`src/rtl/cpu_bus_pkg.sv`:
```
// Shared FSM type and constants for cpu_bus_adapter and its helpers.
package cpu_bus_pkg;

  typedef enum logic [1:0] {
    StRun,
    StWait,
    StHalt
  } state_e;

  localparam logic BusWeNRst   = 1'b1;
  localparam logic BusAbRstBit = 1'b0;

  // Wait-state counter holds 0..15.
  localparam int unsigned WsW = $clog2(16);

endpackage

```
`src/rtl/sync_edge.sv`:
```
// Multi-flop synchroniser (preset inactive-high) with a registered falling-edge pulse.
module sync_edge #(
  parameter int unsigned STAGES = 2
) (
  input  logic clk_i,
  input  logic rst_i,
  input  logic d_i,
  output logic level_o,
  output logic fall_o
);

  logic [STAGES-1:0] sync_q;
  logic              prev_q;

  always_ff @(posedge clk_i) begin
    if (rst_i) begin
      sync_q <= '1;
      prev_q <= 1'b1;
    end else begin
      sync_q <= {sync_q[STAGES-2:0], d_i};
      prev_q <= sync_q[STAGES-1];
    end
  end

  assign level_o = sync_q[STAGES-1];
  assign fall_o  = prev_q & ~sync_q[STAGES-1];

endmodule

```
`src/rtl/cpu_bus_adapter.sv`:
```
// CPU-to-system-bus adapter: ce divider, registered bus stage, wait states, IRQ/NMI sync.
// Defining CPU_BUS_ADAPTER_BREAKPOINT_EN adds the breakpoint ports and the HALT state.
module cpu_bus_adapter
  import cpu_bus_pkg::*;
#(
  parameter int unsigned   AW          = 16,
  parameter int unsigned   DW          = 8,
  parameter int unsigned   CE_DIV      = 4,
  parameter int unsigned   WAIT_STATES = 0,
  parameter logic [AW-1:0] SLOW_MASK   = AW'(16'hF000),
  parameter logic [AW-1:0] SLOW_BASE   = AW'(16'h8000),
  parameter int unsigned   SYNC_STAGES = 2
) (
  input  logic          clk,
  input  logic          rst,
  input  logic [AW-1:0] core_ab,
  input  logic [DW-1:0] core_do,
  input  logic          core_we,
  output logic          core_ce,
  output logic          core_rdy,
  output logic          core_irq,
  output logic          core_nmi,
  output logic [AW-1:0] bus_ab,
  output logic [DW-1:0] bus_do,
  output logic          bus_we_n,
  input  logic          bus_rdy,
`ifdef CPU_BUS_ADAPTER_BREAKPOINT_EN
  input  logic [AW-1:0] bp_addr,
  input  logic          bp_arm,
  input  logic          bp_resume,
  output logic          bp_hit,
`endif
  input  logic          irq_n,
  input  logic          nmi_n
);

  localparam int unsigned     DivW    = (CE_DIV > 1) ? $clog2(CE_DIV) : 1;
  localparam logic [DivW-1:0] DivLast = DivW'(CE_DIV - 1);

  logic [DivW-1:0] div_q, div_d;
  logic            div_last;
  logic            core_ce_q, core_rdy_q, core_nmi_q, core_nmi_d;
  logic            tick, slow_hit;
  state_e          state_q, state_d;
  logic [WsW-1:0]  ws_q, ws_d, ws_dec;
  logic [AW-1:0]   bus_ab_q, bus_ab_d;
  logic [DW-1:0]   bus_do_q, bus_do_d;
  logic            bus_we_n_q, bus_we_n_d;
  logic            irq_level, nmi_fall;
  logic            unused_irq_fall, unused_nmi_level;

  assign div_last = (div_q == DivLast);
  assign div_d    = div_last ? '0 : div_q + 1'b1;
  assign tick     = core_ce_q;
  assign slow_hit = ((core_ab & SLOW_MASK) == SLOW_BASE) && (WAIT_STATES > 0);
  assign ws_dec   = (ws_q == '0) ? '0 : ws_q - 1'b1;

  sync_edge #(
    .STAGES(SYNC_STAGES)
  ) u_irq_sync (
    .clk_i  (clk),
    .rst_i  (rst),
    .d_i    (irq_n),
    .level_o(irq_level),
    .fall_o (unused_irq_fall)
  );

  sync_edge #(
    .STAGES(SYNC_STAGES)
  ) u_nmi_sync (
    .clk_i  (clk),
    .rst_i  (rst),
    .d_i    (nmi_n),
    .level_o(unused_nmi_level),
    .fall_o (nmi_fall)
  );

  // A new edge beats the clear so a request arriving as the core samples is not lost.
  assign core_nmi_d = nmi_fall | (core_nmi_q & ~(core_ce_q & core_rdy_q));

`ifdef CPU_BUS_ADAPTER_BREAKPOINT_EN
  logic bp_hit_q;
  logic resume_q, resume_d;
`endif

  always_comb begin
    state_d    = state_q;
    ws_d       = ws_q;
    bus_ab_d   = bus_ab_q;
    bus_do_d   = bus_do_q;
    bus_we_n_d = bus_we_n_q;
`ifdef CPU_BUS_ADAPTER_BREAKPOINT_EN
    resume_d   = resume_q;
`endif
    unique case (state_q)
      StRun: begin
        if (tick) begin
          bus_ab_d   = core_ab;
          bus_do_d   = core_do;
          bus_we_n_d = ~core_we;
          if (slow_hit) begin
            ws_d    = WsW'(WAIT_STATES);
            state_d = StWait;
          end
        end
        if (!bus_rdy) state_d = StWait;
`ifdef CPU_BUS_ADAPTER_BREAKPOINT_EN
        resume_d = 1'b0;
        if (tick && bp_arm && (core_ab == bp_addr)) state_d = StHalt;
`endif
      end
      StWait: begin
        // Leave on the tick that drains the count: a slow access spans WAIT_STATES+1 ticks.
        if (tick) begin
          ws_d = ws_dec;
          if ((ws_dec == '0) && bus_rdy) state_d = StRun;
        end
      end
`ifdef CPU_BUS_ADAPTER_BREAKPOINT_EN
      StHalt: begin
        if (bp_resume) resume_d = 1'b1;
        if (tick) begin
          ws_d = ws_dec;
          if (resume_q || bp_resume) begin
            resume_d = 1'b0;
            state_d  = ((ws_dec == '0) && bus_rdy) ? StRun : StWait;
          end
        end
      end
`endif
      default: state_d = StRun;
    endcase
  end

  always_ff @(posedge clk) begin
    if (rst) begin
      div_q      <= '0;
      core_ce_q  <= 1'b0;
      core_rdy_q <= 1'b1;
      core_nmi_q <= 1'b0;
      state_q    <= StRun;
      ws_q       <= '0;
      bus_ab_q   <= {AW{BusAbRstBit}};
      bus_do_q   <= '0;
      bus_we_n_q <= BusWeNRst;
    end else begin
      div_q      <= div_d;
      core_ce_q  <= div_last;
      core_rdy_q <= (state_d == StRun);
      core_nmi_q <= core_nmi_d;
      state_q    <= state_d;
      ws_q       <= ws_d;
      bus_ab_q   <= bus_ab_d;
      bus_do_q   <= bus_do_d;
      bus_we_n_q <= bus_we_n_d;
    end
  end

`ifdef CPU_BUS_ADAPTER_BREAKPOINT_EN
  always_ff @(posedge clk) begin
    if (rst) begin
      bp_hit_q <= 1'b0;
      resume_q <= 1'b0;
    end else begin
      bp_hit_q <= (state_d == StHalt);
      resume_q <= resume_d;
    end
  end

  assign bp_hit = bp_hit_q;
`endif

  assign core_ce  = core_ce_q;
  assign core_rdy = core_rdy_q;
  assign core_irq = ~irq_level;
  assign core_nmi = core_nmi_q;
  assign bus_ab   = bus_ab_q;
  assign bus_do   = bus_do_q;
  assign bus_we_n = bus_we_n_q;

endmodule

```
`config.mk`:
```
export PLATFORM = sky130hd
export DESIGN_NAME = cpu_bus_adapter
export DESIGN_NICKNAME = d
export VERILOG_FILES = /design/src/rtl/cpu_bus_pkg.sv /design/src/rtl/sync_edge.sv /design/src/rtl/cpu_bus_adapter.sv
export SDC_FILE = /design/constraint.sdc
export NUM_CORES = 1
export LEC_CHECK = 0
export ABC_AREA = 1
export CORE_MARGIN = 2
export CORE_UTILIZATION = 25
export CTS_BUF_LIST = sky130_fd_sc_hd__clkbuf_4 sky130_fd_sc_hd__clkbuf_8 sky130_fd_sc_hd__clkbuf_16
export CTS_CLUSTER_SIZE = 25
export DETAILED_ROUTE_END_ITERATION = 16
export GPL_TIMING_DRIVEN = 0
export PLACE_DENSITY = 0.56
export RECOVER_POWER = 100
export SYNTH_ARGS = -nofsm -noshare
export SYNTH_HDL_FRONTEND = slang
export SYNTH_SLANG_ARGS = --single-unit
```
`constraint.sdc`:
```
create_clock -name clk -period 2.9 [get_ports clk]
set_input_delay 0.435 -clock clk [delete_from_list [all_inputs] [get_ports clk]]
set_output_delay 0.435 -clock clk [all_outputs]
set_load 0.01 [all_outputs]
```
# After elaboration in Yosys (flattened, before gate mapping)
# Index checks and enable logic that the tools add are counted.
[word_totals] ramBits=0 output_inout_bits=29 memories=0 wordCells=37 mem_bits_ro=0 latch_bits=0 inputBits=30 reg_bits=41
[classes] shift=0 n_div=0 add_sub_neg=2 n_mux=5 n_reduce_logical=8 eq_ne=2 bitwise_logic=8 n_mul=0 order_cmp=0
[ops] operator="$logic_not 4->1" n=2
[ops] operator="$mux 2" n=3
[ops] operator="$logic_not 2->1" n=2
[ops] operator="$mux 4" n=1
[ops] operator="$not 1->1" n=4
[ops] operator="$pmux 2 s2" n=1
[ops] operator="$reduce_and 2->1" n=2
[ops] operator="$sub 4x1->4 const B" n=1
[ops] operator="$and 1x1->1" n=3
[ops] operator="$add 2x1->2 const B" n=1
[ops] operator="$eq 2x1->1 const B" n=1
[ops] operator="$eq 2x2->1 const B" n=1
[ops] operator="$reduce_or 2->1" n=1
[ops] operator="$logic_and 1x1->1" n=1
[ops] operator="$or 1x1->1" n=1

# Longest topological paths before layout
# Gate-level depths: netlist of run 1.
[logic_depth] depth_word=8 depth_mapped=6 ltp_nobuf=6

# Modules after synthesis
# Synthesis of run 1 repeated with hierarchy kept, for this count alone.
[hier_totals] cells_unflattened=189 area_unflattened_um2=1490.2
[modules_own_cells] mod="cpu_bus_adapter" seq_area_each_um2=720.7 area_each_um2=1302.5 instances=1 cells_each=165
[modules_own_cells] mod="sync_edge" seq_area_each_um2=60.1 area_each_um2=93.8 instances=2 cells_each=12

# Worst setup path after synthesis of run 1
# Ideal clock, no wire load.
[synth_timing] path_kind="reg2reg" start="reg core_ce_q, in the netlist core_ce" end="reg bus_ab_q[10], in the netlist bus_ab[10]" required_time_ns=2.784 stages_incl_launch_ff=5 synth_period_minus_slack_ns=1.039 n_path_buf=1 setup_slack_ns=1.861 arrival_time_ns=0.924 setup_time_ns=0.116 path_cell_list="dfxtp_1 > nand2_4 > clkbuf_2 > o21ai_0 > nor2_1"
[synth_between] elab_chain_len=1
[synth_rtl] element="start: declaration" line_no="cpu_bus_adapter.sv:42" rtl="logic core_ce_q, core_rdy_q, core_nmi_q, core_nmi_d;"
[synth_rtl] element="start signal: assignment" line_no="cpu_bus_adapter.sv:148" rtl="core_ce_q <= div_last;"
[synth_rtl] element="$reduce_and 2->1 (no source line)"
[synth_rtl] element="end signal: assignment" line_no="cpu_bus_adapter.sv:143" rtl="bus_ab_q <= {AW{BusAbRstBit}};"
[synth_rtl] element="end signal: assignment" line_no="cpu_bus_adapter.sv:153" rtl="bus_ab_q <= bus_ab_d;"
[synth_rtl] element="end: declaration" line_no="cpu_bus_adapter.sv:46" rtl="logic [AW-1:0] bus_ab_q, bus_ab_d;"
# Every way passes these cells.
# A chain may end at the register's enable or synchronous reset.

==> results of run 1 <==
[state kept, by name (all words and copies together), names as in the netlist, 2 cells and up]
register and flops:
ws_q 4, div_q 2, bus_do 8, state_q 2, bus_ab 16, u_irq_sync.sync_q 2, u_nmi_sync.sync_q 2
[power by group]
| part | total (mW) | switching [mW] | internal [mW] |
|---|---|---|---|
| Clock | 0.479 | 0.189 | 0.290 |
| Sequential | 0.587 | 0.00774 | 0.579 |
| Combinational | 0.103 | 0.0401 | 0.0632 |
[logic make-up after synthesis]
logic type,after synthesis
adders and majority gates,1
and+or+nand+nor,85
buffers and inverters,18
DFF,41
AOI/OAI and AO/OA,32
other,1
[metrics by stage]
| step | setup slack [ns] | utilization |
|---|---|---|
| floorplan | 1.86 | - |
| global placement | 1.20 | 0.382 |
| detailed placement | 1.15 | 0.382 |
| CTS | 1.07 | 0.404 |
| global route | 0.828 | 0.404 |
| finish | 1.04 | 0.404 |
[per-layer routing]
layer | track usage | part of all wire | vias up
li1 | - | - | 690
met1 | 0.130 | 0.45 | 579
met2 | 0.171 | 0.45 | 38
met3 | 0.0416 | 0.086 | 4
met4 | 0.0407 | 0.013 | 0
met5 | 0 | 0 | -
[worst max path at each step]
stage             from         end  slack, ns
2_1_floorplan  core_ce  bus_ab[10]       1.86
3_3_place_gp       rst  bus_ab[13]       1.20
3_5_place_dp       rst  bus_ab[10]       1.15
4_1_cts        core_ce     core_ce       1.07
5_1_grt            rst   bus_ab[7]       0.83
6_report           rst   bus_ab[7]       1.04
[layout make-up]
| class | count | area, µm² |
|---|---|---|
| plain buffers | 8 | 53.8 |
| flip-flops and latches | 41 | 821 |
| clock inverters | 1 | 30.0 |
| well taps | 72 | 90.1 |
| fillers | 582 | 3300 |
| inverters | 10 | 40.0 |
| multi-input cells | 119 | 531 |
| clock buffers | 7 | 90.1 |
| repair buffers | 58 | 581 |
[cell usage after synthesis (all sizes together)]
cell type	count
inv	10
or2	4
ha	1
conb	1
a21oi	5
dfxtp	41
buf	4
o21ai	26
nor2	54
nand2	20
nor3b	1
nor3	1
a31oi	1
nand3	5
clkbuf	4
[cell usage in the layout (no fill, tap or decap), types with 2 or more instances in the layout]
master            n
dlygate4sd3_1    30
inv_1             9
buf_6             3
dfxtp_1          41
nand2_1          19
a21oi_1           5
clkdlybuf4s50_1  28
clkbuf_1          4
nor2_1           52
nor2_2            2
clkbuf_8          6
nand3_1           5
o21ai_0          26
or2_2             4
[worst register-to-register path, delay by kind of cell, from the launching register on]
| kind | cells | cell delay, ns |
|---|---|---|
| AO/OA/AOI/OAI | 1 | 0.17 |
| flip-flops | 1 | 0.47 |
| buffers and inverters | 1 | 0.20 |
| AND/OR/NAND/NOR | 2 | 0.20 |
==> results.txt, run 1 <==
status: completed
Stages on worst setup path: 6
Layout Nets: 274
multiplexer share of the synthesized area: 0
critical path capture point type: flop
# hold bufs at CTS: 0
Worst path max stage delay: 0.57 ns
largest net degree at the start of global routing: 13
Compound-Gate Fraction of Synth Area: 0.111
Placer Congestion: 0.703
Overall Global Routing Usage: 0.107
Area growth, synth to finish: 54.5%
final wirelength: 3.28 mm
clock-pin slew on the worst setup and hold paths: 0.08 ns
Worst Hold End: u_nmi_sync.sync_q[1]
RSZ-0062 raised after global routing: no
via-per-instance ratio: 4.15
R2R depth: 4
Final Hold Viols: 0
clk buf depth: 2
final setup vio count: 0
dpl cell area: 2120 µm²
clock sink total: 41
Slew Viols, Final: 0
die height: 80.1 µm
IO buf count: 58
clock skew: 0.00223 ns
WP buf/inv: 4
type of the worst min-delay path: flop to flop
Post-Synth Simple-Gate Area: 0.244
Synth area leaders: dfxtp_1 (57%), nor2_1 (13%), o21ai_0 (8.0%)
Root Buffer: clkbuf_8
Power per Cell Area: 523 nW/µm²
mapped cell area: 1450 µm²
crit-path most repeated cell: clkbuf_1
die span in x: 80.1 µm
Fmax: 0.537 GHz
clock period minus worst slack: 1.86 ns
TritonCTS Buffers: 5
XOR/XNOR Fraction of Synth Area: 0
hpwl dp: 2.39 mm
core area: 5540 µm²
Critical Path Start Type: input pin
crit path kind: input pin to flop
CP max-delay cell: dlygate4sd3_1
first-pass GRT wire length: 5.30 mm
reg2reg start: core_ce
I/O pin count: 59
Max Cap Viol: 0
hold path depth: 1
Tcrit/Tclk final: 0.642
clk_lat worst skew: 0.28 ns
Synth Register Bits: 41
Yosys cell types: 21
post-route cell area: 2240 µm²
starting DRC count in detailed routing: 49
crit path max fanout: 10
fraction of layout cells with a size suffix above 1: 0.0820
number of antenna cells inserted: 0
DRT antenna net count: 0
CTS tree: done
top cell type's share of synthesized area: 0.567
leading area contributor after synthesis: dfxtp_1
setup_tns: 0 ns
Crit path max-delay family: buffers and inverters
DRC: 0
cells after synthesis: 178
crit-path cells: dlygate4sd3_1, inv_1, clkbuf_1, clkbuf_1, o21ai_0, nor2_1
# rows: 27
Post-Place Cells: 308
final hold slack: 0.413 ns
Worst R2R Setup Slack: 1.76 ns
Mapped Avg Cell Area: 8.13 µm²
Final Power: 1.17 mW
FF-to-FF End: bus_ab[7]
vias: 1311
Leak: 0.937 nW
Post-CTS Setup Bufs: 0
Max IR drop VDD: 0.282 mV
initial antenna violation count: 0
Worst EP required: 3.13 ns
Initial Utilization: 0.261
largest family of logic cells by synthesized area: simple AND/OR/NAND/NOR gates
full die area: 6420 µm²
Layout Cells excl Fill: 316
wire per inst: 10.4 µm
register area share after synthesis: 0.567
Synth Area in Adders: 0.00864
H-tree depth: 2
synth warn: 0
GRT overflow: 0
critical path arrival: 2.09 ns
CTS resizes: 0
DRT Pass-1 Iters: 4
Synth Net Count: 209
vias in the first global route: 1159
HP Start: u_nmi_sync.sync_q[0]
(Power assumes the default switching activity.)
==> run 2: changes to the inputs <==
PLACE_DENSITY = 0.58   (was 0.56)
clock period = 1.68 ns   (was 2.9 ns; I/O delays follow)
==> run 2 against run 1 <==
Net effect:
- critical path depth decreased by 5
- power increased by 72%
- clock skew increased by 0.0032 ns
- clock-buffer cell count unchanged
- utilization about the same
- routed wire length decreased by 3.1%
- largest power group unchanged
- final cell count unchanged
- via count decreased by 2.4%
==> results.txt, run 2 (synthesized netlist as in run 1, its figures left out) <==
CTS tree: done
critical path arrival: 1.24 ns
full die area: 6420 µm²
TritonCTS Buffers: 5
crit path max fanout: 6
most frequent cells in the layout: nor2_1 (52), dfxtp_1 (40), clkdlybuf4s50_1 (29), dlygate4sd3_1 (29), o21ai_0 (25)
Initial Utilization: 0.261
setup_tns: 0 ns
Post-Place Cells: 308
RSZ-0062 raised after global routing: no
hpwl dp: 2.33 mm
starting DRC count in detailed routing: 31
GRT overflow: 0
Root Buffer: clkbuf_8
vias in the first global route: 1217
wire per inst: 10.1 µm
Tcrit/Tclk final: 0.890
Seq. cell area: 822 µm²
CP max-delay cell: clkdlybuf4s50_1
Power per Cell Area: 897 nW/µm²
CTS resizes: 0
Fmax: 0.669 GHz
DRC: 0
Critical Path Start Type: flop
clock-pin slew on the worst setup and hold paths: 0.07 ns
crit-path cells: clkdlybuf4s50_1
via-per-instance ratio: 4.05
Placer Congestion: 0.717
critical path capture point type: primary output
IO buf count: 58
final setup vio count: 0
H-tree depth: 2
Worst path max stage delay: 0.56 ns
status: completed
Area growth, synth to finish: 54.6%
Slew Viols, Final: 0
Worst EP required: 1.43 ns
clock skew: 0.00541 ns
die height: 80.1 µm
initial antenna violation count: 0
DRT Pass-1 Iters: 4
largest net degree at the start of global routing: 13
fraction of layout cells with a size suffix above 1: 0.0902
most common cell after layout, fill and taps aside: nor2_1
first-pass GRT wire length: 5.31 mm
# rows: 27
clk buf depth: 2
# hold bufs at CTS: 0
Multi-input gate area: 531 µm²
I/O pin count: 59
DRT antenna net count: 0
clk_lat worst skew: 0.28 ns
Overall Global Routing Usage: 0.107
Post-CTS Setup Bufs: 0
Max IR drop VDD: 0.431 mV
max reg flops: 16
clock period minus worst slack: 1.50 ns
fill cell count: 598
final wirelength: 3.18 mm
core area: 5540 µm²
Final Power: 2.01 mW
Layout Nets: 274
number of antenna cells inserted: 0
vias: 1279
Layout Cells excl Fill: 316
crit path kind: flop to primary output
die span in x: 80.1 µm
Final Hold Viols: 0
type of the worst min-delay path: flop to flop
Leak: 0.938 nW
Max Cap Viol: 0
clock sink total: 41
WP buf/inv: 1
Crit path max-delay family: buffers and inverters
run 2: cell types whose count changed in the layout (fill, tap and decap cells not counted), sizes merged:
cell           previous run  this run
clkbuf                   12        11
dlygate4sd3              30        29
buf                       3         4
clkdlybuf4s50            28        29
run 2: stage by stage:
stage / area [µm²] / setup WS [ns] / utilization / hold slack [ns]
after floorplan: 1450 / 0.641 / - / 0.343
after global placement: 2120 / 0.147 / 0.382 / 0.393
after detailed placement: 2120 / 0.113 / 0.382 / 0.397
after CTS: 2240 / 0.0558 / 0.404 / 0.416
after global routing: 2240 / 0.113 / 0.404 / 0.432
final: 2240 / 0.185 / 0.404 / 0.412
run 2: power by group:
group | leakage [nW] | internal (mW) | total (mW) | switching, mW
combinational | 0.542 | 0.110 | 0.180 | 0.0695
clock | 0.0619 | 0.500 | 0.813 | 0.313
sequential | 0.334 | 1.00 | 1.01 | 0.0131
total | 0.938 | 1.61 | 2.01 | 0.395
run 2: layer usage:
| layer | part of all wire | track usage |
|---|---|---|
| met2 | 0.46 | 0.170 |
| met5 | 0 | 0 |
| met3 | 0.082 | 0.0427 |
| met4 | 0.0035 | 0.0305 |
| met1 | 0.45 | 0.134 |
run 2: path summary, 6_finish.rpt:
check / from / cells after the start / slack [ns] / to
setup / recovery: core_ce / 1 / 0.18 / core_ce
setup reg to reg: state_q[0] / 5 / 0.49 / bus_ab[11]
hold reg to reg: u_irq_sync.sync_q[0] / 1 / 0.41 / u_irq_sync.sync_q[1]
hold / removal: u_irq_sync.sync_q[0] / 1 / 0.41 / u_irq_sync.sync_q[1]
run 2: final cells by class:
class,instances,share of cell area
Sequential cell,41,0.367
Timing Repair Buffer,58,0.259
Multi-Input combinational cell,119,0.237
Clock buffer,7,0.0402
Tap cell,72,0.0402
Buffer,8,0.0246
Inverter,10,0.0179
Clock inverter,1,0.0134
